`config.mk`:
```
export PLATFORM = sky130hd
export DESIGN_NAME = fwd_hazard_ctrl
export DESIGN_NICKNAME = d
export VERILOG_FILES = /design/src/rtl/fwd_hazard_ctrl.sv
export SDC_FILE = /design/constraint.sdc
export NUM_CORES = 1
export LEC_CHECK = 0
export ABC_CLOCK_PERIOD_IN_PS = 3010
export BUFFER_PORTS_ARGS = -buffer_cell sky130_fd_sc_hd__buf_2
export CAP_MARGIN = 15
export CORE_MARGIN = 2
export CORE_UTILIZATION = 57
export CTS_BUF_LIST = sky130_fd_sc_hd__clkbuf_8
export DETAILED_ROUTE_END_ITERATION = 16
export PLACE_DENSITY = 0.86
export SLEW_MARGIN = 25
export SYNTH_ARGS = -nofsm -noshare
export SYNTH_HDL_FRONTEND = slang
export SYNTH_SLANG_ARGS = --single-unit
```
`constraint.sdc`:
```
create_clock -name i_clk -period 3.01 [get_ports i_clk]
set_input_delay 0.4515 -clock i_clk [delete_from_list [all_inputs] [get_ports i_clk]]
set_output_delay 0.4515 -clock i_clk [all_outputs]
set_load 0.01 [all_outputs]
```
`src/rtl/fwd_hazard_ctrl.sv`:
```
// rtl/fwd_hazard_ctrl.sv - EX-stage operand forwarding select and load-use stall controller
module fwd_hazard_ctrl #(
  parameter int RA_W  = 5,
  parameter int CNT_W = 16
) (
  input  logic             i_clk,
  input  logic             i_reset,
  input  logic             i_id_valid,
  input  logic [RA_W-1:0]  i_id_rs1,
  input  logic [RA_W-1:0]  i_id_rs2,
  input  logic             i_id_use_rs1,
  input  logic             i_id_use_rs2,
  input  logic [RA_W-1:0]  i_id_rd,
  input  logic             i_id_regwrite,
  input  logic             i_id_memread,
  input  logic             i_flush,
  output logic [1:0]       o_sel_a,
  output logic [1:0]       o_sel_b,
  output logic             o_ex_valid,
  output logic             o_stall,
  output logic [CNT_W-1:0] o_stall_count
);

  localparam logic [1:0] SEL_RF  = 2'b00;
  localparam logic [1:0] SEL_WB  = 2'b01;
  localparam logic [1:0] SEL_ALU = 2'b10;

  // In-flight producer records. The WB stage only ever consumes a record
  // and never forwards from it here, so only EX and MEM are kept.
  logic            r_ex_valid;
  logic [RA_W-1:0] r_ex_rd;
  logic            r_ex_regwrite;
  logic            r_ex_memread;

  logic            r_mem_valid;
  logic [RA_W-1:0] r_mem_rd;
  logic            r_mem_regwrite;

  logic [1:0]       r_sel_a;
  logic [1:0]       r_sel_b;
  logic [CNT_W-1:0] r_stall_count;

  logic       w_ex_match_a;
  logic       w_ex_match_b;
  logic       w_mem_match_a;
  logic       w_mem_match_b;
  logic       w_hazard;
  logic       w_stall;
  logic       w_advance;
  logic [1:0] w_sel_a;
  logic [1:0] w_sel_b;

  // A producer feeds a source only if it really writes that register and
  // the source is actually read; x0 never forwards.
  function automatic logic producer_match(
    input logic            p_valid,
    input logic            p_regwrite,
    input logic [RA_W-1:0] p_rd,
    input logic [RA_W-1:0] src,
    input logic            use_src
  );
    return p_valid && p_regwrite && (p_rd == src) && (src != '0) && use_src;
  endfunction

  // Source matches against the pre-edge EX and MEM records.
  always_comb begin
    w_ex_match_a  = producer_match(r_ex_valid,  r_ex_regwrite,  r_ex_rd,  i_id_rs1, i_id_use_rs1);
    w_ex_match_b  = producer_match(r_ex_valid,  r_ex_regwrite,  r_ex_rd,  i_id_rs2, i_id_use_rs2);
    w_mem_match_a = producer_match(r_mem_valid, r_mem_regwrite, r_mem_rd, i_id_rs1, i_id_use_rs1);
    w_mem_match_b = producer_match(r_mem_valid, r_mem_regwrite, r_mem_rd, i_id_rs2, i_id_use_rs2);
  end

  // Load-use hazard: a load in EX cannot supply its data until it reaches
  // WB, so a dependent instruction in ID waits one cycle. Flush wins.
  always_comb begin
    w_hazard  = i_id_valid && r_ex_valid && r_ex_memread && (w_ex_match_a || w_ex_match_b);
    w_stall   = w_hazard && !i_flush;
    w_advance = i_id_valid && !w_stall && !i_flush;
  end

  // Nearest producer wins: EX (moving to MEM, ALU result path) before MEM
  // (moving to WB, writeback path).
  always_comb begin
    w_sel_a = SEL_RF;
    w_sel_b = SEL_RF;
    if (w_ex_match_a) begin
      w_sel_a = SEL_ALU;
    end else if (w_mem_match_a) begin
      w_sel_a = SEL_WB;
    end
    if (w_ex_match_b) begin
      w_sel_b = SEL_ALU;
    end else if (w_mem_match_b) begin
      w_sel_b = SEL_WB;
    end
  end

  // Advance the record pipeline; a stalled, flushed or empty ID slot puts a
  // bubble into EX with the operand selects parked at the regfile.
  always_ff @(posedge i_clk) begin
    if (i_reset) begin
      r_ex_valid     <= 1'b0;
      r_ex_rd        <= '0;
      r_ex_regwrite  <= 1'b0;
      r_ex_memread   <= 1'b0;
      r_mem_valid    <= 1'b0;
      r_mem_rd       <= '0;
      r_mem_regwrite <= 1'b0;
      r_sel_a        <= SEL_RF;
      r_sel_b        <= SEL_RF;
    end else begin
      r_mem_valid    <= r_ex_valid;
      r_mem_rd       <= r_ex_rd;
      r_mem_regwrite <= r_ex_regwrite;
      if (w_advance) begin
        r_ex_valid    <= 1'b1;
        r_ex_rd       <= i_id_rd;
        r_ex_regwrite <= i_id_regwrite;
        r_ex_memread  <= i_id_memread;
        r_sel_a       <= w_sel_a;
        r_sel_b       <= w_sel_b;
      end else begin
        r_ex_valid    <= 1'b0;
        r_ex_rd       <= '0;
        r_ex_regwrite <= 1'b0;
        r_ex_memread  <= 1'b0;
        r_sel_a       <= SEL_RF;
        r_sel_b       <= SEL_RF;
      end
    end
  end

  // Count stall cycles, sticking at all-ones instead of wrapping.
  always_ff @(posedge i_clk) begin
    if (i_reset) begin
      r_stall_count <= '0;
    end else if (w_stall && (r_stall_count != '1)) begin
      r_stall_count <= r_stall_count + 1'b1;
    end
  end

  assign o_sel_a       = r_sel_a;
  assign o_sel_b       = r_sel_b;
  assign o_ex_valid    = r_ex_valid;
  assign o_stall       = w_stall;
  assign o_stall_count = r_stall_count;

endmodule

```
==> run_results.csv, run 1 <==
group,metric,value,unit
run_status,status,"completed",
clock_tree,htreeDepth,2,
sta,fmax,0.4467,GHz
pwr,intPower,673.8,uW
clock_tree,ctsResizeCount,0,
clock_tree,hold_buffers,0,
critical_path,crit_type,"in2out",
clock_tree,cts_made_buffers,5,
final_layout,final_layout_size_suffix_gt1_frac,0.2579,
critical_path,arrival,1.79,ns
pwr,irDropWorstVdd,0.4323,mV
die,start_util,0.5919,
global_route,grt_pass1_wl,5209,um
run,cap_violations,0,
clock_tree,path_clk_slew,0.06,ns
critical_path,path_max_fanout,4,
detailed_routing,drt_iter0_markers,39,
final_layout,num-fill-cells,214,
die,die_h,57.05,um
detailed_routing,via_count,1372,
detailed_routing,wl_met2,1530,um
sta,maxSlewHeadroom,0.6866,
global_route,grt_max_degree,27,
die,die_w,57.05,um
final_layout,regArea,700.7,sq um
sta,slew_viol_final,0,
synth,ys_types,33,
global_route,grt-ovfl-total,0,
die,dieArea,3255,sq um
sta,hold_viol_final,0,
pwr,clock_power_share,0.390,
final_layout,final_util,0.7087,
pwr,p_seq_frac,0.549,
final_layout,antenna_cells,0,
global_route,grt_pass1_vias,1166,
synth,syn_avg_cell_area,9.219,sq um
synth,yosysSeqAreaShare,0.4368,
detailed_routing,ant_nets,0,
final_layout,final_nets,245,
detailed_routing,wl_per_cell,12.68,um
pwr,combPwrFrac,0.062,
synth,ys_seq_elements,35,
sta,rsz0062_at_grt,"false",
detailed_routing,drc,0,
synth,syn_nets,198,
sta,tightestPinTransition,0.4701,ns
detailed_routing,highest_layer,"met4",
die,num_io_pins,45,
placement,place_congestion,0.8131,
sta,finalWorstSetupSlack,0.7712,ns
critical_path,cp-start-kind,"input port",
placement,placed_cells_incl_taps,245,
critical_path,critPathMaxStageDelay,0.51,ns
synth,synthCells,174,
sta,setup_viol,0,
final_layout,multi_input_area,858.3,sq um
sta,hold_ws,0.3635,ns
die,rows,19,
pwr,p_leak,0.7672,nW
detailed_routing,drt-pass1-iter-count,4,
final_layout,design_area,1921,sq um
synth,yosys_warnings,0,
critical_path,cp_top_family,"simple AND/OR/NAND/NOR gates",
placement,place_ws,0.6218,ns
global_route,antenna_found_initial,0,
die,core,2710,sq um
detailed_routing,routed-wl-met3,144,um
detailed_routing,wl,3196,um
final_layout,syn_to_final_growth,19.73,%
critical_path,crit_buf_inv,2,
placement,hpwl,2366,um
detailed_routing,avgViaCountPerCell,5.444,
global_route,grt_usage,0.2064,
clock_tree,cts.sinks,35,
pwr,powerDensity,447.9,nW/um^2
sta,fin_tns_setup,0,ns
critical_path,critPathCaptureType,"output pin",
sta,final.min_clock_period,2.239,ns
critical_path,cp_data_required_time,2.56,ns
placement,port_buffers,44,
pwr,power.switching,186.4,uW
critical_path,critPathSlowestCell,"or4_1",
clock_tree,cts_setup_buffers,0,
clock_tree,insertion_delay,0.29,ns
pwr,switching_share,0.2167,
sta,finalClockSkew,0.006509,ns
synth,syn-cell-area,1604,sq um
clock_tree,ctsRootBufferMaster,"clkbuf_8",
placement,post_dp_cell_area,1833,sq um
final_layout,instances_no_fill,252,
sta,period_share,0.7438,
clock_tree,cts_tree,"done",
detailed_routing,wirelength_met1,1486,um
critical_path,worstPathCellList,"buf_2, or4_1, o21ai_1, nor3_2, nor2_1, nor2_1, buf_2",
pwr,p_total,860.2,uW
clock_tree,clock_tree.buffer_depth,2,
hold_path,min_path_type,"in2reg",
==> worst reg2reg max path, stage by stage, from the launching register on <==
cell	delay, ns
dfxtp_1	0.42
ha_1	0.26
nand2_1	0.09
nor4_1	0.44
a21oi_1	0.18
o21ai_4	0.20
buf_4	0.25
mux2i_1	0.19
nor2_1	0.05
==> final timing paths <==
kind,start,to,slack (ns),cells past startpoint
worst max register to register,o_stall_count[0],o_stall_count[1],0.80,8
worst min-delay path,i_id_rd[0],r_ex_rd[0],0.36,2
worst max-delay path,i_id_rs1[1],o_stall,0.77,7
worst min register to register,r_mem_regwrite,o_sel_b[0],0.49,1
==> cells in the mapped netlist (all sizes together) <==
library cell,number,area share
xnor2,14,0.076
nand4,3,0.012
and3,4,0.016
nor3,6,0.025
nand3,12,0.037
mux2,2,0.014
nand4b,1,0.0055
o21ai,11,0.044
and4,2,0.011
nor2b,9,0.035
nor4b,1,0.0055
buf,2,0.016
or4,6,0.028
a21oi,13,0.041
nor4,2,0.0078
nand2,7,0.016
nor2,8,0.019
and2,8,0.031
dfxtp,35,0.44
inv,2,0.0047
o31ai,4,0.019
mux2i,1,0.0062
xor2,7,0.038
clkbuf,3,0.0070
o21a,1,0.0047
nor3b,1,0.0047
or3,8,0.031
ha,1,0.0078
==> area by class of cell <==
type	instances	area share
Multi-Input combinational cell	132	0.4469
Sequential cell	35	0.3648
Timing Repair Buffer	45	0.1186
Clock buffer	6	0.04300
Tap cell	31	0.02020
Inverter	2	0.003909
Clock inverter	1	0.002606
==> kinds of logic after synthesis <==
group / Yosys count / synth area share
and+or+nand+nor: 78 / 0.2847
AOI/OAI and AO/OA: 29 / 0.1076
buffers and inverters: 7 / 0.02808
adders and majority gates: 1 / 0.007799
xor gates and xnor gates: 21 / 0.1147
DFF: 35 / 0.4368
muxes: 3 / 0.02028
==> flip-flops by register name (all words and copies together), names as in the netlist <==
| signal | count |
|---|---|
| r_ex_regwrite | 1 |
| r_mem_valid | 1 |
| o_sel_a | 2 |
| r_mem_rd | 5 |
| o_stall_count | 16 |
| r_mem_regwrite | 1 |
| r_ex_memread | 1 |
| r_ex_rd | 5 |
| o_ex_valid | 1 |
| o_sel_b | 2 |
==> routing by layer <==
metal,global-route usage,up-vias
li1,-,711
met2,0.3120,33
met1,0.2794,624
met5,0,-
met4,0.06977,0
met3,0.06803,4
==> placed cells by master, fill, tap and decap left out, drive strengths merged, types with 2 or more instances in the layout <==
master  count
or3         8
nand4       3
nor4        2
o31ai       4
o21ai      11
nand2       7
or4         6
nor2b       9
dfxtp      35
and4        2
and2        8
nand3      12
nor2        8
nor3        6
mux2        2
clkbuf      6
buf        45
inv         2
xnor2      14
a21oi      13
and3        4
xor2        7
==> power by group through the flow <==
stage               clock, mW  combinational, mW  sequential (mW)
floorplan                   0             0.0287            0.482
global placement            0             0.0518            0.482
detailed placement          0             0.0532            0.482
CTS                     0.340             0.0534            0.472
global route            0.362             0.0586            0.472
finish                  0.335             0.0531            0.472
(Power assumes the default switching activity.)
==> run 2, diff against run 1 <==
- ABC_CLOCK_PERIOD_IN_PS: 3010 -> 2300
- CORE_UTILIZATION: 57 -> 53
- PLACE_DENSITY: 0.86 -> 0.81
- clock period: 3.01 -> 2.3 ns (I/O delays scaled with it)
==> run_results.csv, run 2 (synthesis results as in run 1) <==
group,metric,value,unit
detailed_routing,wl_per_cell,13.70,um
clock_tree,cts.sinks,35,
run,cap_violations,0,
global_route,grt_max_degree,27,
final_layout,antenna_cells,0,
die,num_io_pins,45,
pwr,power.switching,256.6,uW
critical_path,reg2reg_to,"o_stall_count[9]",
die,die_h,59.02,um
sta,hold_ws,0.2552,ns
critical_path,crit_type,"in2out",
sta,fmax,0.4828,GHz
critical_path,rr_startpoint,"r_ex_rd[0]",
clock_tree,path_clk_slew,0.07,ns
pwr,switching_share,0.2310,
critical_path,critPathSlowestCell,"or4_1",
final_layout,final_nets,246,
detailed_routing,drt_iter0_markers,41,
clock_tree,cts_tree,"done",
die,dieArea,3483,sq um
final_layout,final_common_cell,"buf_2",
detailed_routing,via_count,1467,
critical_path,endpoint,"o_stall",
placement,port_buffers,44,
final_layout,layout_common_cells,"buf_2, dfxtp_1, xnor2_1",
pwr,irDropWorstVdd,0.3725,mV
critical_path,cp_data_required_time,1.96,ns
clock_tree,cts_made_buffers,5,
pwr,powerDensity,571.5,nW/um^2
detailed_routing,wl,3479,um
die,start_util,0.5718,
critical_path,critPathCaptureType,"output pin",
detailed_routing,drt-pass1-iter-count,4,
critical_path,path_max_fanout,4,
clock_tree,hold_buffers,0,
sta,tightestPinTransition,0.4904,ns
critical_path,reg2reg_depth,7,
global_route,antenna_found_initial,0,
critical_path,cp-start-kind,"input port",
pwr,p_leak,0.7798,nW
final_layout,largest_reg_flops,16,
clock_tree,clock_tree.buffer_depth,2,
die,core,2805,sq um
clock_tree,htreeDepth,2,
global_route,grt_pass1_vias,1352,
global_route,grt_usage,0.2152,
sta,rsz0062_at_grt,"false",
final_layout,syn_to_final_growth,21.14,%
sta,final.min_clock_period,2.071,ns
sta,hold_viol_final,0,
detailed_routing,avgViaCountPerCell,5.776,
die,rows,19,
sta,setup_viol,0,
sta,maxSlewHeadroom,0.6730,
critical_path,critPathMaxStageDelay,0.52,ns
detailed_routing,ant_nets,0,
clock_tree,ctsRootBufferMaster,"clkbuf_8",
hold_path,min_path_type,"in2reg",
sta,finalClockSkew,0.006832,ns
placement,hpwl,2640,um
pwr,combPwrFrac,0.063,
clock_tree,insertion_delay,0.29,ns
die,die_w,59.02,um
placement,place_congestion,0.8001,
pwr,clock_power_share,0.381,
global_route,grt_pass1_wl,5582,um
sta,slew_viol_final,0,
pwr,p_seq_frac,0.556,
global_route,grt-ovfl-total,0,
pwr,intPower,853.9,uW
sta,period_share,0.9006,
detailed_routing,drc,0,
sta,fin_tns_setup,0,ns
critical_path,r2r_setup_slack,0.29,ns
critical_path,worstPathCellList,"buf_2, or4_1, o21ai_1, nor3_2, nor2_1, nor2_1, buf_2",
run_status,status,"completed",
critical_path,crit_start,"i_id_rs1[1]",
critical_path,arrival,1.73,ns
final_layout,final_layout_size_suffix_gt1_frac,0.2691,
==> run 2: changes by cell type in the layout (fill, tap and decap cells not counted) <==
cell      change
buf_12        +1
clkbuf_8      -1
clkinv_2      +2
nor4_1        -1
nor4_2        +1
==> run 2: power by group through the flow <==
| stage | Clock [mW] | Combinational (mW) | Sequential, mW |
|---|---|---|---|
| finish | 0.423 | 0.0699 | 0.618 |
| global route | 0.455 | 0.0772 | 0.618 |
| CTS | 0.430 | 0.0699 | 0.618 |
| detailed placement | 0 | 0.0697 | 0.631 |
| global placement | 0 | 0.0668 | 0.631 |
| floorplan | 0 | 0.0375 | 0.630 |
==> run 2: final cells by class <==
| type | count | area (sq um) |
|---|---|---|
| clock buffers | 5 | 68.82 |
| fillers | 227 | 862.1 |
| flip-flops and latches | 35 | 700.7 |
| repair buffers | 46 | 247.7 |
| inverters | 2 | 7.507 |
| clock inverters | 3 | 15.01 |
| well taps | 31 | 38.79 |
| multi-input cells | 132 | 864.6 |
==> run 2: metal layers <==
| metal | wire length (um) | GRT usage | vias up |
|---|---|---|---|
| li1 | - | - | 719 |
| met1 | 1478 | 0.2514 | 689 |
| met2 | 1759 | 0.3635 | 50 |
| met3 | 186 | 0.07424 | 9 |
| met4 | 55 | 0.08117 | 0 |
| met5 | 0 | 0 | - |
==> run 2: repair_timing <==
| action | in CTS | in global routing |
|---|---|---|
| resized for setup | 0 | 1 |
| buffers inserted | 0 | 0 |
| endpoints found under the setup margin | 0 | 1 |
==> run 2: per-stage QoR <==
| stage | util | worst slack (ns) | cells | total power [mW] | cell area, sq um |
|---|---|---|---|---|---|
| final | 0.6927 | 0.2287 | 254 | 1.111 | 1943 |
| after global routing | 0.6927 | 0.08477 | 254 | 1.151 | 1943 |
| after CTS | 0.6905 | 0.1937 | 254 | 1.118 | 1937 |
| after detailed placement | 0.6606 | 0.1604 | 246 | 0.7011 | 1853 |
| after global placement | 0.6606 | 0.2372 | 246 | 0.6978 | 1853 |
| after floorplan | - | 0.3443 | 174 | 0.6679 | 1604 |
==> run 2: worst max-delay path, delay by kind of cell <==
family,cells,cell delay [ns]
simple gates,4,0.92
buf+inv,2,0.26
compound gates,1,0.21
==> run 2: worst min path at each step <==
stage,startpoint,end,slack [ns],cells past startpoint
CTS,i_id_rd[1],r_ex_rd[1],0.25,2
detailed placement,r_mem_regwrite,o_sel_a[0],0.48,1
global route,i_id_memread,r_ex_memread,0.25,2
global placement,r_ex_regwrite,r_mem_regwrite,0.47,1
floorplan,r_mem_regwrite,o_sel_a[0],0.46,1
finish,i_id_rd[1],r_ex_rd[1],0.26,2
